--- src/rtl/game_turn_fsm_if.sv ---
// Signal bundle between the pool-game turn sequencer and the rest of the table logic.
// slave is the sequencer's view; master is the view of the block that drives it.
interface game_turn_fsm_if;
  logic       startN;
  logic       endOfRoll;
  logic       allBallsIn;
  logic       increasePoint;
  logic       init0;
  logic       whiteBallMove;
  logic       flag_hardMode;
  logic       hitEnableStateMachine;
  logic       whiteInitLoc;
  logic [3:0] score;
  logic [5:0] shotCount;
  logic [2:0] gameState;
  logic       gameOver;
  logic       win;

  modport master (
    output startN, endOfRoll, allBallsIn, increasePoint, init0, whiteBallMove, flag_hardMode,
    input  hitEnableStateMachine, whiteInitLoc, score, shotCount, gameState, gameOver, win
  );

  modport slave (
    input  startN, endOfRoll, allBallsIn, increasePoint, init0, whiteBallMove, flag_hardMode,
    output hitEnableStateMachine, whiteInitLoc, score, shotCount, gameState, gameOver, win
  );
endinterface

--- src/rtl/game_turn_fsm.sv ---
// Pool-game turn sequencer: aim, roll/settle judgement, white-ball respot and game over.
// Optional build macro GAME_TURN_SCRATCH_PENALTY_EN: a hard-mode scratch costs one point.
module game_turn_fsm #(
  parameter int unsigned SETTLE_CYCLES = 4,
  parameter int unsigned MAX_SHOTS     = 20
) (
  input logic            clk,
  input logic            resetN,
  game_turn_fsm_if.slave bus
);

  typedef enum logic [2:0] {
    IDLE      = 3'd0,
    AIM       = 3'd1,
    ROLLING   = 3'd2,
    RESPOT    = 3'd3,
    GAME_OVER = 3'd4
  } state_t;

  localparam logic [3:0] SETTLE_LAST = 4'(SETTLE_CYCLES - 1);
  localparam logic [5:0] SHOT_LIMIT  = 6'(MAX_SHOTS);

  function automatic logic [3:0] sat_inc4(input logic [3:0] v);
    return (v == 4'd15) ? v : v + 4'd1;
  endfunction

  function automatic logic [3:0] sat_dec4(input logic [3:0] v);
    return (v == 4'd0) ? v : v - 4'd1;
  endfunction

  function automatic logic [5:0] sat_inc6(input logic [5:0] v);
    return (v == 6'd63) ? v : v + 6'd1;
  endfunction

  state_t     state_r;
  state_t     roll_next_s;
  logic       start_prev_r;
  logic       start_evt_s;
  logic       settle_done_s;
  logic       point_ok_s;
  logic       penalty_s;
  logic [3:0] settle_cnt_r;
  logic [3:0] score_r;
  logic [3:0] score_next_s;
  logic [5:0] shot_r;
  logic       scratch_r;
  logic       win_r;
  logic       game_over_r;
  logic       white_init_r;

  // Start key edge, roll-settled decision point and point-scoring window
  always_comb begin
    start_evt_s   = start_prev_r & ~bus.startN;
    settle_done_s = (state_r == ROLLING) && bus.endOfRoll && (settle_cnt_r == SETTLE_LAST);
    point_ok_s    = bus.increasePoint &&
                    ((state_r == AIM) || (state_r == ROLLING) || (state_r == RESPOT));
  end

  // Outcome of a settled roll, highest priority first
  always_comb begin
    roll_next_s = AIM;
    if (bus.allBallsIn) begin
      roll_next_s = GAME_OVER;
    end else if (shot_r >= SHOT_LIMIT) begin
      roll_next_s = GAME_OVER;
    end else if (scratch_r || bus.init0) begin
      roll_next_s = RESPOT;
    end else begin
      roll_next_s = AIM;
    end
  end

`ifdef GAME_TURN_SCRATCH_PENALTY_EN
  // Hard-mode scratch is charged on the edge that enters RESPOT
  always_comb begin
    penalty_s = settle_done_s && (roll_next_s == RESPOT) && bus.flag_hardMode;
  end
`else
  logic unused_hard_mode_s;

  // Hard-mode flag has no effect in this build
  always_comb begin
    penalty_s          = 1'b0;
    unused_hard_mode_s = bus.flag_hardMode;
  end
`endif

  // Next score: cleared by a new game, a same-cycle point cancels a penalty
  always_comb begin
    score_next_s = score_r;
    if ((state_r == IDLE) && start_evt_s) begin
      score_next_s = 4'd0;
    end else if (penalty_s) begin
      score_next_s = bus.increasePoint ? score_r : sat_dec4(score_r);
    end else if (point_ok_s) begin
      score_next_s = sat_inc4(score_r);
    end else begin
      score_next_s = score_r;
    end
  end

  // Turn state machine with its counters and registered flags
  always_ff @(posedge clk or negedge resetN) begin
    if (!resetN) begin
      state_r      <= IDLE;
      start_prev_r <= 1'b1;
      settle_cnt_r <= 4'd0;
      score_r      <= 4'd0;
      shot_r       <= 6'd0;
      scratch_r    <= 1'b0;
      win_r        <= 1'b0;
      game_over_r  <= 1'b0;
      white_init_r <= 1'b0;
    end else begin
      start_prev_r <= bus.startN;
      score_r      <= score_next_s;
      white_init_r <= 1'b0;
      case (state_r)
        IDLE: begin
          if (start_evt_s) begin
            state_r   <= AIM;
            shot_r    <= 6'd0;
            win_r     <= 1'b0;
            scratch_r <= 1'b0;
          end
        end
        AIM: begin
          if (bus.whiteBallMove) begin
            state_r      <= ROLLING;
            shot_r       <= sat_inc6(shot_r);
            settle_cnt_r <= 4'd0;
          end
        end
        ROLLING: begin
          if (settle_done_s) begin
            state_r      <= roll_next_s;
            settle_cnt_r <= 4'd0;
            scratch_r    <= 1'b0;
            if (roll_next_s == GAME_OVER) begin
              win_r       <= bus.allBallsIn;
              game_over_r <= 1'b1;
            end
            if (roll_next_s == RESPOT) begin
              white_init_r <= 1'b1;
            end
          end else begin
            settle_cnt_r <= bus.endOfRoll ? settle_cnt_r + 4'd1 : 4'd0;
            if (bus.init0) begin
              scratch_r <= 1'b1;
            end
          end
        end
        RESPOT: begin
          state_r <= AIM;
        end
        GAME_OVER: begin
          if (start_evt_s) begin
            state_r     <= IDLE;
            game_over_r <= 1'b0;
          end
        end
        default: begin
          state_r     <= IDLE;
          game_over_r <= 1'b0;
        end
      endcase
    end
  end

  assign bus.gameState             = state_r;
  assign bus.hitEnableStateMachine = (state_r == AIM);
  assign bus.whiteInitLoc          = white_init_r;
  assign bus.gameOver              = game_over_r;
  assign bus.win                   = win_r;
  assign bus.score                 = score_r;
  assign bus.shotCount             = shot_r;

endmodule

--- src/flat_wrapper.sv ---
// flat-port wrapper written by rule: the top's interface ports become plain ports
module game_turn_fsm_flat 
#(
  parameter int unsigned SETTLE_CYCLES = 4,
  parameter int unsigned MAX_SHOTS     = 20
)
  (clk, resetN, bus_startN, bus_endOfRoll, bus_allBallsIn, bus_increasePoint, bus_init0, bus_whiteBallMove, bus_flag_hardMode, bus_hitEnableStateMachine, bus_whiteInitLoc, bus_score, bus_shotCount, bus_gameState, bus_gameOver, bus_win);
  game_turn_fsm_if bus_i ();
  input logic clk;
  input logic resetN;
  input wire logic [$bits(bus_i.startN)-1:0] bus_startN;
  input wire logic [$bits(bus_i.endOfRoll)-1:0] bus_endOfRoll;
  input wire logic [$bits(bus_i.allBallsIn)-1:0] bus_allBallsIn;
  input wire logic [$bits(bus_i.increasePoint)-1:0] bus_increasePoint;
  input wire logic [$bits(bus_i.init0)-1:0] bus_init0;
  input wire logic [$bits(bus_i.whiteBallMove)-1:0] bus_whiteBallMove;
  input wire logic [$bits(bus_i.flag_hardMode)-1:0] bus_flag_hardMode;
  output wire logic [$bits(bus_i.hitEnableStateMachine)-1:0] bus_hitEnableStateMachine;
  output wire logic [$bits(bus_i.whiteInitLoc)-1:0] bus_whiteInitLoc;
  output wire logic [$bits(bus_i.score)-1:0] bus_score;
  output wire logic [$bits(bus_i.shotCount)-1:0] bus_shotCount;
  output wire logic [$bits(bus_i.gameState)-1:0] bus_gameState;
  output wire logic [$bits(bus_i.gameOver)-1:0] bus_gameOver;
  output wire logic [$bits(bus_i.win)-1:0] bus_win;
  assign bus_i.startN = bus_startN;
  assign bus_i.endOfRoll = bus_endOfRoll;
  assign bus_i.allBallsIn = bus_allBallsIn;
  assign bus_i.increasePoint = bus_increasePoint;
  assign bus_i.init0 = bus_init0;
  assign bus_i.whiteBallMove = bus_whiteBallMove;
  assign bus_i.flag_hardMode = bus_flag_hardMode;
  assign bus_hitEnableStateMachine = bus_i.hitEnableStateMachine;
  assign bus_whiteInitLoc = bus_i.whiteInitLoc;
  assign bus_score = bus_i.score;
  assign bus_shotCount = bus_i.shotCount;
  assign bus_gameState = bus_i.gameState;
  assign bus_gameOver = bus_i.gameOver;
  assign bus_win = bus_i.win;
  game_turn_fsm #(.SETTLE_CYCLES(SETTLE_CYCLES), .MAX_SHOTS(MAX_SHOTS)) u_core (.clk(clk), .resetN(resetN), .bus(bus_i));
endmodule
--- config.mk ---
export PLATFORM = sky130hd
export DESIGN_NAME = game_turn_fsm_flat
export DESIGN_NICKNAME = d
export VERILOG_FILES = /design/src/rtl/game_turn_fsm_if.sv /design/src/rtl/game_turn_fsm.sv /design/src/flat_wrapper.sv
export SDC_FILE = /design/constraint.sdc
export NUM_CORES = 1
export LEC_CHECK = 0
export CORE_ASPECT_RATIO = 0.9
export CORE_UTILIZATION = 66
export DETAILED_ROUTE_END_ITERATION = 16
export DONT_BUFFER_PORTS = 1
export HOLD_SLACK_MARGIN = 0.1
export PLACE_DENSITY = 0.79
export SETUP_SLACK_MARGIN = 0.5
export SLEW_MARGIN = 20
export SYNTH_ARGS = -nofsm -noshare
export SYNTH_HDL_FRONTEND = slang
export SYNTH_SLANG_ARGS = --single-unit
--- constraint.sdc ---
create_clock -name clk -period 3.2 [get_ports clk]
set_clock_uncertainty 0.15 [all_clocks]
set_input_delay 0.64 -clock clk [delete_from_list [all_inputs] [get_ports clk]]
set_output_delay 0.64 -clock clk [all_outputs]
set_load 0.01 [all_outputs]
==> results of run 1 <==
==> power by group <==
part	leakage [nW]	total, mW	internal [mW]	switching [mW]
combinational	0.228	0.305	0.139	0.167
clock	0.0150	0.135	0.0487	0.0860
sequential	0.289	0.497	0.351	0.145
==> worst reg2reg max path, cell delays in order (launching register included) <==
cell and delay [ns]:
dfrtp_1 0.61, or3b_4 0.47, a211o_4 0.39, or4_1 0.51, a21oi_1 0.15
==> cell type report <==
| cell class | instances | area (um^2) | share of cell area |
|---|---|---|---|
| Multi-Input combinational cell | 102 | 643.1 | 0.5029 |
| Sequential cell | 22 | 551.8 | 0.4315 |
| Tap cell | 24 | 30.03 | 0.02348 |
| Clock buffer | 4 | 26.28 | 0.02055 |
| Inverter | 4 | 15.01 | 0.01174 |
| Timing Repair Buffer | 2 | 12.51 | 0.009785 |
==> cells by family (layout without fill, tap and decap cells) <==
group | after synthesis | count (layout) | share of synthesized area
AO/OA/AOI/OAI | 34 | 34 | 0.1890
XOR/XNOR | 3 | 3 | 0.02145
adder cells (fa/ha/maj) | 4 | 4 | 0.04086
buffers and inverters | 8 | 10 | 0.02451
flip-flops | 22 | 22 | 0.4505
multiplexers | 2 | 2 | 0.01634
AND/OR/NAND/NOR | 59 | 59 | 0.2574
==> path summary, 6_finish.rpt <==
path	to	slack, ns	depth (start not counted)
worst min register to register	u_core.settle_cnt_r[1]	0.38	2
worst max-delay path	u_core.bus.shotCount[3]	0.85	4
max in group asynchronous	u_core.start_prev_r	2.42	1
min in group clk	u_core.start_prev_r	0.17	0
worst max register to register	u_core.bus.shotCount[3]	0.85	4
worst min-delay path	u_core.bus.score[0]	0.12	1
==> stage by stage <==
step	cell area [um^2]	util	worst slack (ns)	cells
floorplan	1225	-	0.9511	132
global placement	1247	0.7342	0.9286	153
detailed placement	1247	0.7342	0.8740	153
CTS	1284	0.7555	0.8634	158
global route	1279	0.7526	0.7651	158
finish	1279	0.7526	0.8527	158
==> state kept, by name, summed over array words and instances, names as in the netlist <==
| register | cells |
|---|---|
| u_core.scratch_r | 1 |
| u_core.bus.score | 4 |
| u_core.bus.shotCount | 6 |
| u_core.bus.gameOver | 1 |
| u_core.bus.win | 1 |
| u_core.settle_cnt_r | 4 |
| u_core.bus.whiteInitLoc | 1 |
| u_core.start_prev_r | 1 |
| u_core.bus.gameState | 3 |
==> what timing repair did <==
| item | in CTS | in global routing |
|---|---|---|
| gates resized for setup | 0 | 0 |
| hold buffers | 1 | 0 |
| endpoints found under the setup margin | 0 | 0 |
| endpoints found under the hold margin | 22 | 0 |
| setup buffers | 0 | 0 |
==> routing by layer <==
| layer | wire length, um | track usage | vias to the layer above |
|---|---|---|---|
| met5 | 0 | 0 | - |
| met4 | 27 | 0.07429 | 0 |
| met3 | 158 | 0.05957 | 6 |
| met2 | 1125 | 0.4356 | 40 |
| met1 | 1234 | 0.4164 | 489 |
| li1 | - | - | 490 |
==> layout by cell type (no fill, tap or decap), drive strengths merged, types with 2 or more instances in the layout <==
master   n
clkbuf   4
nor2     9
inv      4
xor2     3
ha       4
nand2b   4
o41ai    2
nand4    2
o21ai   14
nand3    6
nand3b   2
nor3     2
or3      2
mux2i    2
nand2   15
o31ai    2
a21oi    3
and3     2
dfrtp   21
a31oi    2
buf      2
nor3b    3
o311ai   2
nor2b    6
==> impl_metrics.py, run 1 <==
metrics = {
    "drt": {
        "avgRoutedWirePerCell_um": 16.11,
        "routed_wl_um": 2545,
        "drt-vias-per-instance": 6.487,
        "vias": 1025,
        "drt.antenna.violating_nets": 0,
        "drt_iter0_drc": 34,
        "route.detailed.drc": 0,
        "first_pass_iters": 5,
    },
    "placed_design": {
        "dp_hpwl_um": 1824,
        "place.gp.congestion": 0.8731,
        "portBuffers": 0,
    },
    "worst_setup_path": {
        "cp_cell_sequence": "or3b_4 > a211o_4 > or4_1 > a21oi_1",
        "cp_slowest_cell": "dfrtp_1",
        "start_kind": "flip-flop",
        "worstPathArrival_ns": 2.43,
        "crit_path_start": "u_core.bus.gameState[0]",
        "critPathMaxStageDelay_ns": 0.61,
        "cp.buffers_inverters": 0,
        "regToRegStartpoint": "u_core.bus.gameState[0]",
        "cp.required_ns": 3.29,
        "crit_path_end_kind": "flip-flop",
        "cp_max_fo": 17,
        "critPathKind": "flip-flop to flip-flop",
        "cp_top_family": "simple AND/OR/NAND/NOR gates",
    },
    "logic_synthesis": {
        "yosys_register_bits": 22,
        "synth_area_um2": 1225,
        "yosysTopAreaCell": "dfrtp_1",
        "synth.top_cell.area_share": 0.4290,
        "ys_warn_count": 0,
        "synth_nets": 145,
        "synth_area_leaders": "dfrtp_1, o21ai_0, nand2_1",
        "synth_ff_type": "dfrtp_1",
        "synth_enable_flop_cells": 0,
        "synth_most_common_cell": "dfrtp_1",
        "async_flop_share": 1.000,
        "ys_seq_area_frac": 0.4505,
        "yosys-top-cells-count": "dfrtp_1, nand2_1, o21ai_0",
        "synthCells": 132,
        "synth_area_per_cell_um2": 9.280,
        "synthDistinctLibCells": 39,
    },
    "finish": {
        "area_growth_pct": 4.393,
        "drive_gt1_frac": 0.05970,
        "diodes": 0,
        "nNetsFinal": 148,
        "fillCellCount": 139,
    },
    "clocking": {
        "clock-root-buffer": "clkbuf_4",
        "clock_path_buffers": 2,
        "h-tree-depth": 1,
        "cts.sinks": 22,
        "cts_buffers": 3,
        "cts_tree": "done",
        "insertion_delay_ns": 0.31,
        "clk_pin_slew_worst_paths_ns": 0.13,
    },
    "die": {
        "die-area_um2": 2032,
        "core-area_um2": 1699,
        "row_count": 14,
        "die_x_um": 47.41,
        "num_io_pins": 26,
        "initial_utilization": 0.7209,
        "die_h_um": 42.87,
    },
    "worst_hold_path": {
        "hp-class": "primary input to asynchronous set/reset pin",
    },
    "global_routing": {
        "grt_pass1_wl_um": 4195,
        "grt_max_degree": 23,
        "grt_use_total": 0.2889,
        "grt_pass1_vias": 945,
        "grt_overflow": 0,
        "antenna_found_initial": 0,
    },
    "timing": {
        "fin_tns_setup_ns": 0,
        "holdWs_ns": 0.1158,
        "rsz0062_at_grt": "false",
        "layout_min_cycle_time_ns": 2.347,
        "finalCritPeriodShare": 0.7335,
        "slew_violations": 0,
        "fmax_mhz": 426.0,
        "maxSlewHeadroom": 0.5133,
        "tightest_slew_ns": 0.7245,
        "setup_viol": 0,
        "hold_viol_final": 0,
    },
    "job": {
        "drv_cap": 0,
    },
    "power": {
        "ir_drop_v": 0.0004896,
        "power_density_nw_per_um2": 732.5,
        "cellLeakagePower_nw": 0.5326,
        "p_total_mw": 0.9367,
    },
    "run_status": {
        "status": "complete, no violations",
    },
}
No activity file was read; power rests on OpenSTA's default activity.
==> inputs of run 2 (changes only) <==
--- a/config.mk
+++ b/config.mk
@@ -6,11 +6,11 @@
 export NUM_CORES = 1
 export LEC_CHECK = 0
 export CORE_ASPECT_RATIO = 0.9
-export CORE_UTILIZATION = 66
+export CORE_UTILIZATION = 61
 export DETAILED_ROUTE_END_ITERATION = 16
 export DONT_BUFFER_PORTS = 1
 export HOLD_SLACK_MARGIN = 0.1
-export PLACE_DENSITY = 0.79
+export PLACE_DENSITY = 0.74
 export SETUP_SLACK_MARGIN = 0.5
 export SLEW_MARGIN = 20
 export SYNTH_ARGS = -nofsm -noshare
==> constraint.sdc (replaced) <==
create_clock -name clk -period 2.32 [get_ports clk]
set_clock_uncertainty 0.15 [all_clocks]
set_input_delay 0.464 -clock clk [delete_from_list [all_inputs] [get_ports clk]]
set_output_delay 0.464 -clock clk [all_outputs]
set_load 0.01 [all_outputs]
==> run 2 against run 1 <==
Total power is 69% higher. Wire length is 14% higher. First-iteration DRC count is 8.8% lower. Critical path type unchanged. Maximum frequency is 11% higher. Critical endpoint unchanged.
==> impl_metrics.py, run 2 (synthesis results as in run 1) <==
metrics = {
    "run_status": {
        "status": "complete, no violations",
    },
    "worst_setup_path": {
        "cp_cell_sequence": "or3b_4 > a211o_4 > or4_4 > a21oi_2",
        "cp_slowest_cell": "dfstp_2",
        "cp_max_fo": 5,
        "critPathMaxStageDelay_ns": 0.56,
        "regToRegStartpoint": "u_core.start_prev_r",
        "reg2reg_to": "u_core.bus.shotCount[3]",
        "cp_top_family": "simple AND/OR/NAND/NOR gates",
        "rrSetupSlack_ns": 0.20,
        "critPathKind": "flip-flop to flip-flop",
        "crit_path_end_kind": "flip-flop",
        "worstPathArrival_ns": 2.24,
        "reg2reg_depth": 4,
        "crit_end": "u_core.bus.shotCount[3]",
        "cp.depth": 4,
        "start_kind": "flip-flop",
        "cp.buffers_inverters": 0,
        "cp.required_ns": 2.43,
        "crit_path_start": "u_core.start_prev_r",
    },
    "finish": {
        "final_cells": 171,
        "seqCellArea_um2": 554.3,
        "final_common_cell": "dfrtp_1",
        "final_cell_mix": "dfrtp_1, nand2_1, o21ai_0, buf_4, nor2_1",
        "multi_input_area_um2": 719.4,
        "nNetsFinal": 161,
        "fillCellCount": 100,
        "drive_gt1_frac": 0.2313,
        "diodes": 0,
        "area_growth_pct": 21.65,
        "largest_register_ff_count": 6,
        "fin_area_um2": 1490,
    },
    "placed_design": {
        "portBuffers": 0,
        "placed_cells": 156,
        "place.gp.congestion": 0.8515,
        "dp_hpwl_um": 1879,
        "place_area_um2": 1276,
    },
    "timing": {
        "layout_min_cycle_time_ns": 2.124,
        "setup_viol": 0,
        "holdWs_ns": 0.1175,
        "fmax_mhz": 470.8,
        "fin_tns_setup_ns": 0,
        "rsz0062_at_grt": "true",
        "tightest_slew_ns": 0.4931,
        "slew_violations": 0,
        "finalCritPeriodShare": 0.9155,
        "hold_viol_final": 0,
        "maxSlewHeadroom": 0.6713,
    },
    "clocking": {
        "cts_buffers": 3,
        "clock-root-buffer": "clkbuf_4",
        "clock_path_buffers": 2,
        "clk_pin_slew_worst_paths_ns": 0.13,
        "cts.sinks": 22,
        "h-tree-depth": 1,
        "insertion_delay_ns": 0.32,
        "cts_tree": "done",
    },
    "drt": {
        "drt_iter0_drc": 31,
        "drt-vias-per-instance": 6.380,
        "route.detailed.drc": 0,
        "first_pass_iters": 4,
        "drt.antenna.violating_nets": 0,
        "avgRoutedWirePerCell_um": 16.89,
        "routed_wl_um": 2889,
        "vias": 1091,
    },
    "die": {
        "die-area_um2": 2191,
        "core-area_um2": 1769,
        "initial_utilization": 0.6924,
        "die_h_um": 44.51,
        "die_x_um": 49.24,
        "row_count": 14,
        "num_io_pins": 26,
    },
    "job": {
        "drv_cap": 0,
    },
    "power": {
        "power_density_nw_per_um2": 1062,
        "cellLeakagePower_nw": 0.6174,
        "ir_drop_v": 0.0008644,
        "p_total_mw": 1.582,
    },
    "global_routing": {
        "grt_pass1_vias": 1008,
        "grt_pass1_wl_um": 4602,
        "grt_use_total": 0.2813,
        "grt_max_degree": 23,
        "antenna_found_initial": 0,
        "grt_overflow": 0,
    },
    "worst_hold_path": {
        "hp-class": "primary input to flip-flop",
    },
}
-- run 2: timing repair --
item | CTS | global route
pin swaps | 1 | 0
hold buffers | 2 | 1
hold endpoints to repair | 23 | 21
setup endpoints to repair | 8 | 9
resized for setup | 6 | 14
setup buffers | 4 | 4
gates cloned | 0 | 0
-- run 2: how the worst min path moves through the flow --
stage / depth (start not counted) / end / start / slack (ns)
final: 1 / u_core.bus.win / bus_allBallsIn / 0.12
after global routing: 1 / u_core.bus.win / bus_allBallsIn / 0.11
after CTS: 1 / u_core.bus.win / bus_allBallsIn / 0.12
after detailed placement: 0 / u_core.bus.score[1] / resetN / 0.02
after global placement: 0 / u_core.bus.score[0] / resetN / 0.02
after floorplan: 0 / u_core.bus.gameOver / resetN / 0.02
-- run 2: area by class of cell --
| cell class | instances | area share |
|---|---|---|
| multi-input combinational | 102 | 0.4828 |
| sequential | 22 | 0.3720 |
| timing repair buffer | 15 | 0.07976 |
| clock inverter | 1 | 0.02015 |
| tap | 24 | 0.02015 |
| clock buffer | 3 | 0.01511 |
| inverter | 4 | 0.01008 |
-- run 2: through the flow --
step                      setup slack [ns]  utilization
after floorplan                     0.2760            -
after global placement              0.2546       0.7214
after detailed placement            0.1980       0.7214
after CTS                           0.2198       0.7970
after global routing                0.1707       0.8423
final                               0.1961       0.8423
-- run 2: metal layers --
layer,GRT usage,up-vias,wire length [um]
li1,-,513,-
met1,0.3836,518,1284
met2,0.4521,52,1336
met3,0.07560,8,204
met4,0.06471,0,64
met5,0,-,0
-- run 2: power by group --
group / total [mW] / switching [mW] / internal, mW / leakage, nW
clock: 0.298 / 0.123 / 0.175 / 0.0279
sequential: 0.656 / 0.170 / 0.487 / 0.286
combinational: 0.628 / 0.321 / 0.307 / 0.303
